<file path="config.mk">
export PLATFORM = sky130hd
export DESIGN_NAME = qupls_agen_seq
export DESIGN_NICKNAME = d
export VERILOG_FILES = /design/src/rtl/qupls_agen_seq.sv
export SDC_FILE = /design/constraint.sdc
export NUM_CORES = 1
export LEC_CHECK = 0
export ABC_CLOCK_PERIOD_IN_PS = 2400
export CAP_MARGIN = 20
export CORE_ASPECT_RATIO = 1.75
export CORE_MARGIN = 1
export CORE_UTILIZATION = 47
export CTS_CLUSTER_SIZE = 12
export DETAILED_ROUTE_END_ITERATION = 8
export MAX_ROUTING_LAYER = met4
export PLACE_DENSITY = 0.81
export SETUP_SLACK_MARGIN = 0.15
export SLEW_MARGIN = 20
export SYNTH_ARGS = -nofsm -noshare
export SYNTH_HDL_FRONTEND = slang
export SYNTH_SLANG_ARGS = --single-unit
</file>
<file path="constraint.sdc">
create_clock -name clk -period 2.4 [get_ports clk]
set_clock_uncertainty 0.15 [all_clocks]
set_input_delay 0.36 -clock clk [delete_from_list [all_inputs] [get_ports clk]]
set_output_delay 0.36 -clock clk [all_outputs]
set_load 0.1 [all_outputs]
</file>
<file path="src/rtl/qupls_agen_seq.sv">
// ---------------------------------------------------------------------------
// qupls_agen_seq
//
// Address-generation sequencer for the load/store path. For each memory op it
// kicks the address generator, checks whether the access runs past the end of
// its 64-byte cache line, and walks one or two line addresses through the TLB.
// When the access spans a line, the agen is asked for the next-line address
// and that line is translated too. The physical address of each line, the
// span flag and any translation fault are held for the load/store unit until
// the next op is accepted.
//
// Ports
//   clk        in   1   clock, rising edge
//   rst        in   1   synchronous, active-high reset
//   op_valid   in   1   start a new memory op (only looked at while idle)
//   memsz      in   3   log2 of the access size in bytes, captured with op_valid
//   flush      in   1   abort the op in flight
//   agen_out   out  1   one-cycle pulse: agen operands are valid
//   agen_next  out  1   ask the agen for the next-cache-line address
//   agen_res   in   64  agen virtual address
//   agen_resv  in   1   agen result valid (sticky in the agen)
//   tlb_v      out  1   one-cycle pulse that clears the agen's sticky valid
//   tlb_req    out  1   TLB lookup request
//   tlb_vadr   out  64  virtual address for the lookup
//   tlb_ack    in   1   TLB lookup complete
//   tlb_padr   in   64  physical address, valid with tlb_ack
//   tlb_fault  in   1   translation fault, valid with tlb_ack
//   busy       out  1   sequencer is not idle
//   done       out  1   one-cycle completion pulse
//   span       out  1   access crosses into the next 64-byte line
//   fault      out  1   a translation fault (or bad next-line address) occurred
//   padr0      out  64  physical address of the first line
//   padr1      out  64  physical address of the second line
// ---------------------------------------------------------------------------
module qupls_agen_seq (
  input  logic        clk,
  input  logic        rst,
  input  logic        op_valid,
  input  logic [2:0]  memsz,
  input  logic        flush,
  output logic        agen_out,
  output logic        agen_next,
  input  logic [63:0] agen_res,
  input  logic        agen_resv,
  output logic        tlb_v,
  output logic        tlb_req,
  output logic [63:0] tlb_vadr,
  input  logic        tlb_ack,
  input  logic [63:0] tlb_padr,
  input  logic        tlb_fault,
  output logic        busy,
  output logic        done,
  output logic        span,
  output logic        fault,
  output logic [63:0] padr0,
  output logic [63:0] padr1
);

  localparam logic [2:0] IDLE     = 3'd0;
  localparam logic [2:0] WAIT_A1  = 3'd1;
  localparam logic [2:0] TLB1     = 3'd2;
  localparam logic [2:0] NEXT_REQ = 3'd3;
  localparam logic [2:0] WAIT_A2  = 3'd4;
  localparam logic [2:0] TLB2     = 3'd5;
  localparam logic [2:0] DONE     = 3'd6;

  logic [2:0]  state_q, state_d;
  logic [2:0]  memsz_q, memsz_d;
  logic [63:0] vadr0_q, vadr0_d;
  logic [63:0] vadr1_q, vadr1_d;
  logic [63:0] padr0_q, padr0_d;
  logic [63:0] padr1_q, padr1_d;
  logic        span_q, span_d;
  logic        fault_q, fault_d;

  logic [5:0]  sizeMask;
  logic        spanCarry;
  logic        flushActive;

  // Byte-offset of the last byte minus the first: 2^memsz - 1, formed as the
  // low memsz bits set. Sizes of 64 bytes or more saturate at a full line.
  assign sizeMask = ~(6'h3F << memsz_q);

  // Carry out of offset + sizeMask in 6 bits. Since 63 - m == ~m for a 6-bit
  // m, the carry happens exactly when the offset exceeds ~sizeMask.
  assign spanCarry = (agen_res[5:0] > ~sizeMask);

  assign flushActive = flush && (state_q != IDLE);

  // Next-state and output decode. Flush overrides whatever the state would
  // have done (including a coincident TLB ack), and reset masks all pulses.
  always_comb begin
    state_d   = state_q;
    memsz_d   = memsz_q;
    vadr0_d   = vadr0_q;
    vadr1_d   = vadr1_q;
    padr0_d   = padr0_q;
    padr1_d   = padr1_q;
    span_d    = span_q;
    fault_d   = fault_q;
    agen_out  = 1'b0;
    agen_next = 1'b0;
    tlb_v     = 1'b0;
    tlb_req   = 1'b0;
    tlb_vadr  = 64'd0;
    done      = 1'b0;

    case (state_q)
      IDLE: begin
        if (op_valid) begin
          agen_out = 1'b1;
          memsz_d  = memsz;
          span_d   = 1'b0;
          fault_d  = 1'b0;
          padr0_d  = 64'd0;
          padr1_d  = 64'd0;
          state_d  = WAIT_A1;
        end
      end

      WAIT_A1: begin
        if (agen_resv) begin
          vadr0_d = agen_res;
          span_d  = spanCarry;
          state_d = TLB1;
        end
      end

      TLB1: begin
        tlb_req  = 1'b1;
        tlb_vadr = vadr0_q;
        if (tlb_ack) begin
          tlb_v   = 1'b1;
          padr0_d = tlb_padr;
          fault_d = tlb_fault;
          // A faulting first line makes the second lookup pointless.
          state_d = (span_q && !tlb_fault) ? NEXT_REQ : DONE;
        end
      end

      // Separate cycle so the agen restart never coincides with tlb_v.
      NEXT_REQ: begin
        agen_out  = 1'b1;
        agen_next = 1'b1;
        state_d   = WAIT_A2;
      end

      WAIT_A2: begin
        agen_next = 1'b1;
        if (agen_resv) begin
          vadr1_d = agen_res;
          // The next-line address must sit on a line boundary; anything else
          // means the agen handed back garbage, so report it as a fault.
          if (agen_res[5:0] != 6'd0) begin
            fault_d = 1'b1;
            state_d = DONE;
          end else begin
            state_d = TLB2;
          end
        end
      end

      TLB2: begin
        tlb_req  = 1'b1;
        tlb_vadr = vadr1_q;
        if (tlb_ack) begin
          tlb_v   = 1'b1;
          padr1_d = tlb_padr;
          fault_d = fault_q | tlb_fault;
          state_d = DONE;
        end
      end

      DONE: begin
        done    = 1'b1;
        state_d = IDLE;
      end

      default: begin
        state_d = IDLE;
      end
    endcase

    if (flushActive) begin
      state_d   = IDLE;
      tlb_v     = 1'b1;
      tlb_req   = 1'b0;
      tlb_vadr  = 64'd0;
      agen_out  = 1'b0;
      agen_next = 1'b0;
      done      = 1'b0;
      vadr0_d   = vadr0_q;
      vadr1_d   = vadr1_q;
      padr0_d   = padr0_q;
      padr1_d   = padr1_q;
      span_d    = span_q;
      fault_d   = fault_q;
    end

    if (rst) begin
      agen_out  = 1'b0;
      agen_next = 1'b0;
      tlb_v     = 1'b0;
      tlb_req   = 1'b0;
      tlb_vadr  = 64'd0;
      done      = 1'b0;
    end
  end

  // State registers with synchronous reset clearing every held result.
  always_ff @(posedge clk) begin
    if (rst) begin
      state_q <= IDLE;
      memsz_q <= 3'd0;
      vadr0_q <= 64'd0;
      vadr1_q <= 64'd0;
      padr0_q <= 64'd0;
      padr1_q <= 64'd0;
      span_q  <= 1'b0;
      fault_q <= 1'b0;
    end else begin
      state_q <= state_d;
      memsz_q <= memsz_d;
      vadr0_q <= vadr0_d;
      vadr1_q <= vadr1_d;
      padr0_q <= padr0_d;
      padr1_q <= padr1_d;
      span_q  <= span_d;
      fault_q <= fault_d;
    end
  end

  assign busy  = (state_q != IDLE);
  assign span  = span_q;
  assign fault = fault_q;
  assign padr0 = padr0_q;
  assign padr1 = padr1_q;

endmodule

</file>
# ---- Yosys cells after proc, flatten, opt, wreduce, memory -nomap -nowiden
# Cells that the tools add are included.
dict set report word_totals {
  regBits 264
  inputBits 138
  output_inout_bits 200
  wordCells 87
}
dict set report op_classes {
  magnitude_cmp 1
  n_eq_ne 12
  shift 1
  n_mux 40
  bitwise_logic 4
  reduce_logical 21
}
# cell n
set op_table {}
lappend op_table {{$pmux 64 s2} 3}
lappend op_table {{$mux 64} 4}
lappend op_table {{$mux 1} 22}
lappend op_table {{$mux 3} 6}
lappend op_table {{$pmux 3 s6} 1}
lappend op_table {{$ne 2x2->1 const B} 6}
lappend op_table {{$not 6->6} 2}
lappend op_table {{$reduce_and 4->1} 3}
lappend op_table {{$eq 3x3->1 const B} 3}
lappend op_table {{$reduce_and 7->1} 1}
lappend op_table {{$eq 3x2->1 const B} 2}
lappend op_table {{$gt 6x6->1} 1}
lappend op_table {{$reduce_and 3->1} 2}
lappend op_table {{$reduce_bool 2->1} 3}
lappend op_table {{$reduce_bool 6->1} 1}
lappend op_table {{$reduce_or 2->1} 3}
lappend op_table {{$shl 6x3->6 const A} 1}
lappend op_table {{$reduce_and 5->1} 1}
lappend op_table {{$pmux 1 s2} 2}
lappend op_table {{$pmux 1 s4} 1}
lappend op_table {{$reduce_bool 4->1} 1}
lappend op_table {{$eq 3x1->1 const B} 1}
lappend op_table {{$logic_not 3->1} 1}
lappend op_table {{$reduce_bool 3->1} 1}
lappend op_table {{6 further kinds} 7}

# ---- Longest topological paths before layout
dict set report depth {
  ltp_word 6
  mapped_depth 7
  depth_no_buf 6
}

# ---- Least setup slack after synthesis
# OpenSTA, ideal clock, no wires.
dict set report synth_timing {
  path_type {register to output}
  startpoint {reg state_q[0]}
  endpoint {out tlb_vadr[13]}
  arrival_time_ns 3.147
  t_required_ns 1.890
  path_slack_ns -1.257
  path_stages_with_launch 7
  path_buffers 3
  cell_sequence {dfxtp_1 buf_2 or3_1 a21o_1 clkbuf_1 clkbuf_1 nor2_1}
}
dict set report synth_between {
  elab_chain_len 4
  elab_cells_between_ends 7
  classes_between {eq/ne: 2; mux: 3; reduce/logical: 2}
}
# item line_no
set synth_rtl {}
lappend synth_rtl {{start: declaration} 67} ;# logic [2:0] state_q, state_d;
lappend synth_rtl {{start signal: assignment} 222} ;# state_q <= state_d;
lappend synth_rtl {{$reduce_bool 3->1} n/a}
lappend synth_rtl {{named net busy} 51} ;# output logic busy,
lappend synth_rtl {{$logic_and 1x1->1} 88} ;# assign flushActive = flush && (state_q != IDLE);
lappend synth_rtl {{$mux 64} 184} ;# if (flushActive) begin
lappend synth_rtl {{$mux 64} 200} ;# if (rst) begin
lappend synth_rtl {{end: declaration} 47} ;# output logic [63:0] tlb_vadr,
# The timed path passes the listed nets, and every way through them passes these cells.

# ---- Worst setup path in the final report
dict set report layout_timing {
  startpoint {reg state_q[0]}
  endpoint {out tlb_vadr[33]}
}
dict set report layout_between {
  elab_chain_len 4
  elab_cells_between_ends 7
  classes_between {eq/ne: 2; mux: 3; reduce/logical: 2}
}
# item line_no
set layout_rtl {}
lappend layout_rtl {{$eq 3x3->1, or another cell as far along} 108} ;# case (state_q)
lappend layout_rtl {{$pmux 64 s2 / $logic_and 1x1->1 (equally long branches)} {108, 88}}
lappend layout_rtl {{$mux 64 (*)} 184}
lappend layout_rtl {{$mux 64 (*)} 200}
# Mark *: on every way between the ends. The rest lies on a longest branch, timed or not.

==> qor.txt <==
final WL - 35.5 mm
DRC - 0
first-pass GRT wire length - 54.8 mm
Seq/Total Area, Yosys - 49.4%
Core Box Area - 22,300 um2
worst-margin pin slew - 1.01 ns
CTS tree - built
type of origin of the critical path - flop
EDFF count, synth - 0
Yosys top cell area share - 49.4%
clk slew on worst S/H paths - 0.06 ns
MaxCap Viol Count - 0
syn_area_per_cell - 7.72 um2
die width - 116 um
crit end category - primary output
Yosys cell types - 44
layout cells sized above 1 - 24.1%
nets - 1,834
CTS root buf - clkbuf_16
largest area contributor in the netlist - dfxtp_1
Post-CTS Hold Fix Bufs - 0
Area growth, synth to finish - 54.2%
final worst-path cycle share - 110%
largest net degree at the start of global routing - 99
crit path from - state_q[0]$_SDFFE_PP0P_
failing checks - negative setup slack
Synth Flop Type - dfxtp_1
Antenna Nets Post-Route - 0
chip height - 202 um
pins over their slew limit - 0
post-synthesis compound-gate area fraction - 18.6%
Slew headroom - 32.8%
port bufs - 337
Post-Synth Adder-Cell Area - 0.701%
synthesis warning total - 0
final setup margin - -0.241 ns
die area - 23,400 um2
FP Rows - 72
pwr/cell area - 777 nW/um2
Vias - 11,100
post-synthesis async set-or-reset flop share - 0%
worst skew pair latency - 0.52 ns
min Tclk post-route - 2.64 ns
Post-DP Area - 15,300 um2
XOR/XNOR share of the synthesized area - 0%
DR iter-0 viols - 815
syn_nets - 1,530
top-count cell post-synth - nand2_1
I/O Pins - 338
critical path type - reg2out
Max Fclk - 379 MHz
grt total ovfl - 0
detailed-placement wirelength estimate - 22.6 mm
gpl congestion - 0.839
final setup fails - 68
fin area - 16,500 um2
buffer depth of the longest clock path - 3
mux share of post-synthesis cell area - 0.678%
WHS - 0.256 ns
worst-path maximum fanout - 6
First-pass DRT Iterations - 6
Worst R2R Start - state_q[0]$_SDFFE_PP0P_
critical path required time - 1.89 ns
Peak VDD IR - 0.510 mV
main combinational cell family by area after synthesis - simple AND/OR/NAND/NOR gates
ranking of synthesized cells by area - dfxtp_1 (49%), nand2_1 (14%), a21oi_1 (12%)
synthesized area - 10,700 um2
unrepaired setup endpoints after global routing - true
Min-Delay Path Class - in2reg
leakage - 0.00567 uW
Vias per Instance - 5.56
Final Hold Viols - 0
Num CTS Buffers - 26
GRT Total Usage - 30.4%
outcome - finished, violations left
H-tree Lvls - 1
Seq cells post-synth - 264
Arr. time, crit path - 2.13 ns
Hold Crit Start - agen_res[59]
Sink Count - 264
initial core utilization - 48.1%
Synth Area in Simple Gates - 24.6%
cell count after synthesis - 1,386
initial antenna violation count - 1
vias in the first global route - 10,600
Post-synth top cells - nand2_1 (392), dfxtp_1 (264), a21oi_1 (260), nand3_1 (129), nor2_1 (78)
worst slack, placed - 0.0439 ns
Avg WL per Cell - 17.8 um
==> area by class of cell <==
type	count	area, um2
sequential	264	5290
clock buffer	29	683
clock inverter	2	13.8
tap	296	370
antenna	1	2.50
fill	1644	5750
timing repair buffer	402	4690
inverter	1	3.75
multi-input combinational	995	5450
==> layout by cell type, fill, tap and decap left out, types with 24 or more instances in the layout <==
cell type and n:
clkdlybuf4s50_1 136, clkbuf_16 27, a22oi_1 41, dfxtp_1 261, buf_4 162, a21oi_1 259
nor2_4 67, nand3_1 129, buf_12 91, nand2_1 391, a22oi_2 24
==> state kept, by name, summed over array words and instances, names as in the netlist <==
| signal | count |
|---|---|
| padr0 | 64 |
| padr1 | 64 |
| vadr0_q | 64 |
| vadr1_q | 64 |
| memsz_q | 3 |
| state_q | 3 |
| fault | 1 |
| span | 1 |
==> repair_timing <==
item                                    4_1_cts  5_1_grt
buffers inserted                             17        0
pin swaps                                     5        4
endpoints found under the setup margin       69       71
resized for setup                            42        2
gates cloned                                  6        0
==> per-layer routing <==
metal	global-route usage, %	routed length (um)
met1	33.4	12900
met2	50.8	18100
met3	5.18	2370
met4	17.2	2110
met5	-	0
==> worst paths after layout <==
check	cells after the start	end	slack [ns]
worst max-delay path	6	tlb_vadr[33]	-0.24
worst min-delay path	3	vadr1_q[59]$_SDFFE_PP0P_	0.26
worst max register to register	8	padr0[35]$_SDFFE_PP0P_	0.40
worst min register to register	2	padr1[2]$_SDFFE_PP0P_	0.30
==> report_power, final <==
part	leakage, uW	internal [uW]	switching, uW
clock network	0.000344	1990	1590
registers	0.00213	4600	140
logic	0.00320	1500	3010
total	0.00567	8090	4740
==> worst max-delay path: stages, from the launching register on <==
cell     delay, ns
dfxtp_2       0.33
or3_4         0.40
a21o_4        0.26
buf_6         0.15
buf_12        0.15
nor2_4        0.14
buf_12        0.18
==> cell families after synthesis <==
family	Yosys count
adder cells (fa/ha/maj)	6
flip-flops	264
AO/OA/AOI/OAI	350
buffers and inverters	127
multiplexers	7
AND/OR/NAND/NOR	632
==> metrics by stage <==
step,cells,power (uW),setup TNS (ns),utilization (%)
5_1_grt,1990,13300,-15.56,74.2
3_5_place_dp,1935,8990,0,68.6
4_1_cts,1989,12900,-13.00,74.1
2_1_floorplan,1386,7730,-10.59,-
3_3_place_gp,1935,8940,0,68.6
6_report,1990,12800,-11.87,74.2
(Power assumes the default switching activity.)
